==> config.mk <==
export PLATFORM = sky130hd
export DESIGN_NAME = leaf_merge_arbiter
export DESIGN_NICKNAME = d
export VERILOG_FILES = /design/src/rtl/leaf_merge_arbiter.sv
export SDC_FILE = /design/constraint.sdc
export NUM_CORES = 1
export LEC_CHECK = 0
export CORE_MARGIN = 2
export CORE_UTILIZATION = 45
export DETAILED_ROUTE_END_ITERATION = 7
export PLACE_DENSITY = 0.84
export SLEW_MARGIN = 10
export SYNTH_ARGS = -nofsm -noshare
export SYNTH_HDL_FRONTEND = slang
export SYNTH_SLANG_ARGS = --single-unit
==> constraint.sdc <==
create_clock -name CLK -period 2.53 [get_ports CLK]
set_input_delay 0.506 -clock CLK [delete_from_list [all_inputs] [get_ports CLK]]
set_output_delay 0.506 -clock CLK [all_outputs]
set_load 0.005 [all_outputs]
==> src/rtl/leaf_merge_arbiter.sv <==
// Packet-aware 2:1 round-robin merge for the NoC leaf level, with one registered output slot.
// Optional per-source packet counters are built when LEAF_ARB_PKT_CNT_EN is defined.
module leaf_merge_arbiter #(
    parameter int W       = 9,
    parameter int MAX_PKT = 16
) (
    input  logic         CLK,
    input  logic         _RESET,
    input  logic [W-1:0] In0_data,
    input  logic         In0_valid,
    output logic         In0_ready,
    input  logic [W-1:0] In1_data,
    input  logic         In1_valid,
    output logic         In1_ready,
    output logic [W-1:0] Out_data,
    output logic         Out_valid,
    input  logic         Out_ready,
    output logic         Out_src,
`ifdef LEAF_ARB_PKT_CNT_EN
    output logic [15:0]  Pkt_cnt0,
    output logic [15:0]  Pkt_cnt1,
`endif
    output logic         Err_len
);

    localparam int CNT_W = $clog2(MAX_PKT + 1);

    typedef enum logic [1:0] {IDLE, GNT0, GNT1} state_t;

    state_t             state_q, state_d;
    logic               rr_last;
    logic [CNT_W-1:0]   flit_cnt;
    logic [CNT_W-1:0]   cnt_inc;

    logic [W-1:0]       data_p1;
    logic               vld_p1;
    logic               src_p1;
    logic               err_p1;

    logic               slot_free;
    logic               gnt_any;
    logic               gnt_sel;
    logic               xfer;
    logic               tail;
    logic               force_rel;
    logic [W-1:0]       xfer_data;

    // Stage 0: grant selection and transfer decision
    always_comb begin
        slot_free = !vld_p1 || Out_ready;
        gnt_any   = 1'b1;
        gnt_sel   = 1'b0;
        case (state_q)
            GNT0:    gnt_sel = 1'b0;
            GNT1:    gnt_sel = 1'b1;
            default: begin
                gnt_any = In0_valid || In1_valid;
                gnt_sel = (In0_valid && In1_valid) ? !rr_last : In1_valid;
            end
        endcase

        In0_ready = _RESET && gnt_any && !gnt_sel && slot_free;
        In1_ready = _RESET && gnt_any &&  gnt_sel && slot_free;

        xfer_data = gnt_sel ? In1_data : In0_data;
        xfer      = gnt_sel ? (In1_valid && In1_ready) : (In0_valid && In0_ready);
        tail      = xfer_data[W-1];
        cnt_inc   = flit_cnt + CNT_W'(1);
        force_rel = xfer && !tail && (cnt_inc == CNT_W'(MAX_PKT));

        state_d = state_q;
        if (xfer) begin
            if (tail || force_rel)
                state_d = IDLE;
            else
                state_d = gnt_sel ? GNT1 : GNT0;
        end
    end

    // Stage 1: output register and packet bookkeeping
    always_ff @(posedge CLK) begin
        if (!_RESET) begin
            state_q  <= IDLE;
            rr_last  <= 1'b1;
            flit_cnt <= '0;
            vld_p1   <= 1'b0;
            data_p1  <= '0;
            src_p1   <= 1'b0;
            err_p1   <= 1'b0;
        end else begin
            state_q <= state_d;
            err_p1  <= force_rel;
            if (xfer) begin
                data_p1 <= xfer_data;
                src_p1  <= gnt_sel;
                vld_p1  <= 1'b1;
                if (tail || force_rel) begin
                    rr_last  <= gnt_sel;
                    flit_cnt <= '0;
                end else begin
                    flit_cnt <= cnt_inc;
                end
            end else if (slot_free) begin
                vld_p1 <= 1'b0;
            end
        end
    end

`ifdef LEAF_ARB_PKT_CNT_EN
    always_ff @(posedge CLK) begin
        if (!_RESET) begin
            Pkt_cnt0 <= '0;
            Pkt_cnt1 <= '0;
        end else if (xfer && (tail || force_rel)) begin
            if (gnt_sel)
                Pkt_cnt1 <= Pkt_cnt1 + 16'd1;
            else
                Pkt_cnt0 <= Pkt_cnt0 + 16'd1;
        end
    end
`endif

    assign Out_data  = data_p1;
    assign Out_valid = vld_p1;
    assign Out_src   = src_p1;
    assign Err_len   = err_p1;

endmodule

Yosys cells after proc, flatten, opt, wreduce, memory -nomap -nowiden
Cells that the tools add are included. W data, S select, Z words.

Logic and storage cells: 41. Flip-flop bits (word level): 20. Output and inout bits: 14.

Mux-type cells: 10. Equal/unequal tests: 3. Reduce and logical (&&, ||, !) cells: 20. Add/sub/neg operators: 1.

Operator list (count): $logic_and A1 B1 Y1 (10); $mux W9 (1); $add A5 B1 Y5 const B (1); $eq A5 B5 Y1 const B (1); $mux W1 (5); $mux W5 (1); $logic_not A1 Y1 (4); $mux W2 (2); $logic_or A1 B1 Y1 (3); $eq A2 B1 Y1 const B (1); $eq A2 B2 Y1 const B (1); $pmux W1 S2 (1); $reduce_and A2 Y1 (1); $reduce_bool A2 Y1 (1); $reduce_or A2 Y1 (1).

Depth between registers and ports, before layout
Gate-level depths: netlist of run 1.

Depth after elaboration: 12. Mapped depth: 8.

Least setup slack after synthesis of run 1
Ideal clock, no wire load.

Path type: flip-flop to output port. Start: register state_q[0]. End: output port In0_ready. Arrival time: 1.424 ns. Path buffers: 1. Setup slack: 0.600 ns. Stages on the path, launching flop included: 8. Cell sequence: dfxtp_1 inv_1 ha_1 nor2b_1 a31oi_4 buf_4 inv_1 nor2_1.

Cells in the longest elaborated chain, start to end: 6. Elaborated cells on any way between the ends: 9. Classes of those cells: 2 x eq/ne; 2 x mux; 5 x reduce/logical.

RTL lines: start: declaration (line 30) `state_t state_q, state_d;`; start signal: assignment (line 91) `state_q <= state_d;`; $eq A2 B2 Y1 or $eq A2 B1 Y1 (tied branches) (line 53) `case (state_q)`; $reduce_or A2 Y1 (no source line); $mux W1 (line 53); $logic_and A1 B1 Y1 (line 62) `In0_ready = _RESET && gnt_any && !gnt_sel && slot_free;`; $logic_and A1 B1 Y1 (*) (2 in a row) (line 62); end: declaration (line 11) `output logic In0_ready,`.

Mark *: on every way between the ends. The rest lies on a longest branch, timed or not.

Worst setup path in the final report of run 1
Start: input port In1_valid. End: output port In1_ready.

Cells in the longest elaborated chain, start to end: 5. Elaborated cells on any way between the ends: 8. Classes of those cells: 3 x mux; 5 x reduce/logical.

RTL lines: start: declaration (line 13) `input logic In1_valid,`; $logic_and A1 B1 Y1 or $logic_or A1 B1 Y1 (tied branches) (line 58, 57); $mux W1 (on tied branches) (line 58, 53); $pmux W1 S2 or $logic_and A1 B1 Y1 (tied branches) (line 53, 63); $logic_and A1 B1 Y1 (*) (2 in a row) (line 63) `In1_ready = _RESET && gnt_any && gnt_sel && slot_free;`; end: declaration (line 14) `output logic In1_ready,`.

Marks and branches as above.

==> results of run 1 <==
## layer usage
metal  GRT usage [%]  vias up  share of wire, %  wire length, microns
li1                -      510                 -                     -
met2            37.0       27                48                  1330
met4            7.69        0               1.4                    39
met1            24.5      487                45                  1230
met3            5.28        4               5.9                   162
met5               0        -                 0                     0
## power by group
| group | total (mW) | switching, mW | internal (mW) |
|---|---|---|---|
| registers | 0.347 | 0.0124 | 0.335 |
| logic | 0.194 | 0.0794 | 0.114 |
| clock network | 0.268 | 0.108 | 0.160 |
## what timing repair did
action	in CTS	in global routing
setup buffers	0	0
endpoints found under the setup margin	1	2
resized for setup	1	2
pin swaps	0	0
cloned	0	0
## logic make-up after synthesis
kind of cell,count (synthesis)
buf+inv,6
mux,14
simple gates,43
compound gates,29
flops,20
fa+ha+maj,3
## cell type report
class | instances | share of cell area [%]
clock buffers | 3 | 1.40
clock inverters | 1 | 1.87
inverters | 2 | 0.467
multi-input cells | 89 | 42.9
flip-flops and latches | 20 | 24.9
well taps | 30 | 2.33
repair buffers | 42 | 26.1
## synthesized netlist by cell type
library cell	n	area share, %
dfxtp_1	20	36
nand2_1	14	4.7
mux2i_1	11	9.9
o211a_1	9	8.1
nor2b_1	7	3.9
nand2b_1	5	2.8
a21boi_0	4	2.7
nor2_1	4	1.3
a32oi_1	3	2.4
ha_1	3	3.4
nand3_1	3	1.3
o21a_1	3	2.0
a21o_1	2	1.3
and2_1	2	1.1
clkbuf_1	2	0.68
inv_1	2	0.68
mux2_2	2	2.0
nand4b_1	2	1.6
a21oi_1	1	0.45
a22oi_1	1	0.68
a31oi_1	1	0.56
a31oi_4	1	1.9
and3_1	1	0.56
buf_4	1	0.68
buf_6	1	1.0
mux2i_2	1	1.2
nand2_2	1	0.56
nand4_1	1	0.56
nor3b_1	1	0.68
nor4b_1	1	0.79
nor4b_2	1	1.3
o211ai_1	1	0.68
o21ai_0	1	0.45
o221a_1	1	1.0
o32ai_1	1	0.79
## worst min-delay path, delay by kind of cell, from the launching register on
kind / cells / cell delay, ns
DFF: 1 / 0.33
and+or+nand+nor: 1 / 0.05
AOI/OAI and AO/OA: 1 / 0.07
## per-stage QoR
stage	total power [mW]	hold slack, ns	area (sq um)	worst slack [ns]	utilization [%]
6_report	0.809	0.480	1610	0.0836	66.8
5_1_grt	0.843	0.524	1610	0.0293	66.8
4_1_cts	0.815	0.480	1610	0.0312	66.7
3_3_place_gp	0.539	0.455	1540	0.0796	64.0
2_1_floorplan	0.444	0.460	1110	0.600	-
3_5_place_dp	0.547	0.462	1540	0.0370	64.0
## registers in the layout (all words and copies together), names as in the netlist
| signal | count |
|---|---|
| flit_cnt | 5 |
| Out_data | 9 |
| Out_src | 1 |
| Out_valid | 1 |
| rr_last | 1 |
| Err_len | 1 |
| state_q | 2 |
## path summary, 6_finish.rpt
path	to	cells after the start	slack, ns	startpoint
max	In1_ready	5	0.08	In1_valid
min	Out_data[0]	2	0.48	Out_data[0]
max reg2reg	rr_last	8	0.44	state_q[0]
min reg2reg	Out_data[0]	2	0.48	Out_data[0]
==> qor.txt, run 1 <==
initial antenna violation count = 0
CTS sink cnt = 20
Gate Count Post-Synth = 115
area of the multi-input gates = 691 sq um
Area growth syn-to-layout = 44.7%
GR Overflow Total = 0
crit path buf inv count = 2
DR vias = 1028
worst-case clock buffer depth = 2
die area = 2890 sq um
Layout fillers = 179
vias in the first global route = 959
Hold WC Path Type = flop to flop
CP Cell Sequence = clkdlybuf4s50_1, nand2b_1, o21ai_1, nor2_1, clkdlybuf4s50_1
CTS tree = yes
startpoint types = input port
Slowest-stage cell, CP = clkdlybuf4s50_1
fmax = 409 MHz
final net count = 184
Leakage = 0.740 nW
net count after synthesis = 141
VDD IR max = 344 uV
Top cell by count, worst path = clkdlybuf4s50_1
First DRT Iteration DRCs = 19
I/O Pins = 37
clock skew = 0.00298 ns
Setup violations, final = 0
largest net degree at the start of global routing = 24
die width = 53.7 microns
input/output buffers = 36
Non-Filler Instances = 187
CORE AREA = 2410 sq um
Skew-Pair Late Insertion Delay = 0.31 ns
CP Class = input port to primary output
most frequent cells in the layout = 35 x clkdlybuf4s50_1, 20 x dfxtp_1, 14 x nand2_1
RSZ-0062 raised after global routing = no
Placer Congestion = 0.774
main combinational cell family by area after synthesis = compound AO/OA/AOI/OAI gates
worst slew pin tran = 0.538 ns
Critical Path End Type = primary output
H-Tree Depth = 1
remaining antenna violation count = 0
number of diodes = 0
hpwl dp = 2.03 mm
CP top delay family = buffers and inverters
Power Dens Cells = 503 nW/um^2
Worst path max stage delay = 0.57 ns
Post-Synth Simple-Gate Area = 21.4%
maxcap violations = 0
status = finished, final reports clean
placed insts = 183
Syn Area/Cell = 9.67 sq um
first-pass GRT wire length = 4.32 mm
drt first pass iters = 4
Yosys cell types = 35
vias per inst = 5.50
Ys Warns = 0
Setup TNS = 0 ns
starting density of the core = 46.2%
register area = 400 sq um
final period utilization = 96.7%
commonest non-fill, non-tap cell in the layout = clkdlybuf4s50_1
drt total wl = 2.76 mm
Clock transition at path regs = 0.12 ns
Synth Area in Compound Gates = 23.1%
cell area after synthesis = 1110 sq um
Seq/Total Area, Yosys = 36.0%
crit-path max FO = 4
minimum clock period = 2.45 ns
Crit path required time = 2.02 ns
data arrival time of the critical path = 1.94 ns
gr usage total = 21.1%
final hold viol count = 0
XOR/XNOR share of the synthesized area = 0%
CTS buffer count = 3
Root Buffer = clkbuf_4
Rows = 18
mux cell area share after synthesis = 13.2%
Die Ht = 53.7 microns
#FFs+latches synth = 20
Final Slew Violations = 0
routed len/inst = 14.8 microns
layout cell share with drive strength beyond 1 = 10.8%
Slew Limit Headroom = 64.1%
hold bufs inserted after CTS = 0
Post-Synth Adder-Cell Area = 3.37%
# DRC = 0
Power figures use the tool's default switching activity.
==> run 2: changes to the inputs <==
--- a/config.mk
+++ b/config.mk
@@ -6,9 +6,9 @@
 export NUM_CORES = 1
 export LEC_CHECK = 0
 export CORE_MARGIN = 2
-export CORE_UTILIZATION = 45
+export CORE_UTILIZATION = 40
 export DETAILED_ROUTE_END_ITERATION = 7
-export PLACE_DENSITY = 0.84
+export PLACE_DENSITY = 0.79
 export SLEW_MARGIN = 10
 export SYNTH_ARGS = -nofsm -noshare
 export SYNTH_HDL_FRONTEND = slang
==> constraint.sdc (replaced) <==
create_clock -name CLK -period 2.25 [get_ports CLK]
set_input_delay 0.45 -clock CLK [delete_from_list [all_inputs] [get_ports CLK]]
set_output_delay 0.45 -clock CLK [all_outputs]
set_load 0.005 [all_outputs]
==> qor.txt, run 2 (synthesis gave the netlist of run 1 again) <==
minimum clock period = 2.08 ns
Worst Min Path Start = Out_data[0] (unchanged)
DR vias = 1078 (was 1028)
post-cts resize count = 7 (was 1)
commonest non-fill, non-tap cell in the layout = clkdlybuf4s50_1 (unchanged)
CP Cell Sequence = clkdlybuf4s50_1, nand2b_1, o21ai_1, nor2_1, dlygate4sd2_1 (was clkdlybuf4s50_1, nand2b_1, o21ai_1, nor2_1, clkdlybuf4s50_1)
Slowest-stage cell, CP = clkdlybuf4s50_1 (unchanged)
Layout fillers = 245 (was 179)
CORE AREA = 2690 sq um (was 2410 sq um)
first-pass GRT wire length = 4.62 mm (was 4.32 mm)
Area growth syn-to-layout = 43.8% (was 44.7%)
hold bufs inserted after CTS = 0 (unchanged)
First DRT Iteration DRCs = 35 (was 19)
Die Ht = 56.7 microns (was 53.7 microns)
hpwl dp = 2.14 mm (was 2.03 mm)
GR Overflow Total = 0 (unchanged)
Rows = 19 (was 18)
Crit path required time = 1.80 ns (was 2.02 ns)
Post-CTS Setup Bufs = 0 (unchanged)
FF-to-FF path depth = 9 (was 8)
Critical Path End Type = primary output (unchanged)
remaining antenna violation count = 0 (unchanged)
Final Slew Violations = 0 (unchanged)
post-layout util = 59.5% (was 66.8%)
starting density of the core = 41.4% (was 46.2%)
fmax = 480 MHz
worst-case clock buffer depth = 2 (unchanged)
I/O Pins = 37 (unchanged)
drt total wl = 2.78 mm (was 2.76 mm)
final net count = 188 (was 184)
Hold Path End = Out_data[0] (unchanged)
Hold WC Path Type = flop to flop (unchanged)
drt first pass iters = 4 (unchanged)
Post-DP Area = 1560 sq um (was 1540 sq um)
Non-Filler Instances = 191 (was 187)
CTS buffer count = 3 (unchanged)
CP Class = input port to primary output (unchanged)
maxcap violations = 0 (unchanged)
data arrival time of the critical path = 1.63 ns (was 1.94 ns)
vias in the first global route = 1051 (was 959)
CTS sink cnt = 20 (unchanged)
input/output buffers = 36 (unchanged)
final hold viol count = 0 (unchanged)
die area = 3220 sq um (was 2890 sq um)
CTS tree = yes (unchanged)
reg2reg end = flit_cnt[1] (was rr_last)
Final WS setup = 0.167 ns (was 0.0836 ns)
VDD IR max = 354 uV (was 344 uV)
flop2flop setup slack = 0.17 ns (was 0.44 ns)
DP Worst Slack = -0.125 ns (was 0.0370 ns)
H-Tree Depth = 1 (unchanged)
RSZ-0062 raised after global routing = no (unchanged)
# DRC = 0 (unchanged)
Setup violations, final = 0 (unchanged)
worst hold path depth = 2 (unchanged)
Slew Limit Headroom = 59.8% (was 64.1%)
worst slew pin tran = 0.602 ns (was 0.538 ns)
Leakage = 0.735 nW (was 0.740 nW)
FF-to-FF Start = state_q[0] (unchanged)
gr usage total = 17.9% (was 21.1%)
placed insts = 188 (was 183)
most frequent cells in the layout = 34 x clkdlybuf4s50_1, 19 x dfxtp_1, 14 x nand2_1 (was 35 x clkdlybuf4s50_1, 20 x dfxtp_1, 14 x nand2_1)
initial antenna violation count = 0 (unchanged)
largest net degree at the start of global routing = 24 (unchanged)
final period utilization = 92.6%
startpoint types = input port (unchanged)
number of diodes = 0 (unchanged)
routed len/inst = 14.6 microns (was 14.8 microns)
Power Dens Cells = 486 nW/um^2 (was 503 nW/um^2)
status = finished, final reports clean (unchanged)
design area = 1600 sq um (was 1610 sq um)
Hold WS = 0.473 ns (was 0.480 ns)
clock skew = 0.00762 ns (was 0.00298 ns)
max FFs per register = 9 (unchanged)
layout cell share with drive strength beyond 1 = 14.4% (was 10.8%)
Worst path max stage delay = 0.47 ns (was 0.57 ns)
Root Buffer = clkbuf_4 (unchanged)
crit-path max FO = 3 (was 4)
die width = 56.7 microns (was 53.7 microns)
Clock transition at path regs = 0.11 ns (was 0.12 ns)
Skew-Pair Late Insertion Delay = 0.29 ns (was 0.31 ns)
vias per inst = 5.64 (was 5.50)
Placer Congestion = 0.771 (was 0.774)
run 2: area by class of cell:
cell class / instances / area (sq um) / share of cell area, %
multi-input combinational: 89 / 696 / 43.5
timing repair buffer: 46 / 433 / 27.1
sequential: 20 / 402 / 25.1
tap: 31 / 38.8 / 2.43
clock buffer: 3 / 22.5 / 1.41
inverter: 2 / 7.51 / 0.469
run 2: per-layer routing:
layer	global-route usage, %	vias to the layer above	wire length, microns
met2	30.7	36	1340
met5	0	-	0
met1	22.8	519	1290
met4	4.65	0	8
li1	-	521	-
met3	3.46	2	151
run 2: how the worst max path moves through the flow:
stage	start	end	slack, ns
detailed placement	In0_valid	flit_cnt[1]	-0.13
global placement	In0_valid	In0_ready	-0.08
floorplan	state_q[0]	Out_data[6]	0.32
CTS	state_q[0]	In0_ready	0.16
finish	In1_valid	In1_ready	0.17
global route	state_q[0]	flit_cnt[1]	0.02
run 2: worst max-delay path: cells and delay by family:
| kind | cells | cell delay (ns) |
|---|---|---|
| buffers and inverters | 2 | 0.74 |
| and+or+nand+nor | 2 | 0.25 |
| AOI/OAI and AO/OA | 1 | 0.19 |
run 2: per-stage QoR:
stage	setup TNS (ns)	total power, mW
6_report	0	0.778
5_1_grt	0	0.818
4_1_cts	0	0.789
3_5_place_dp	-1.16	0.616
3_3_place_gp	-0.253	0.610
2_1_floorplan	0	0.499
run 2: where the power goes:
part / switching [mW] / leakage [nW] / total, mW / internal [mW]
Combinational: 0.0892 / 0.557 / 0.220 / 0.130
Clock: 0.105 / 0.0138 / 0.167 / 0.0622
Sequential: 0.0143 / 0.164 / 0.391 / 0.377
Total: 0.208 / 0.735 / 0.778 / 0.569
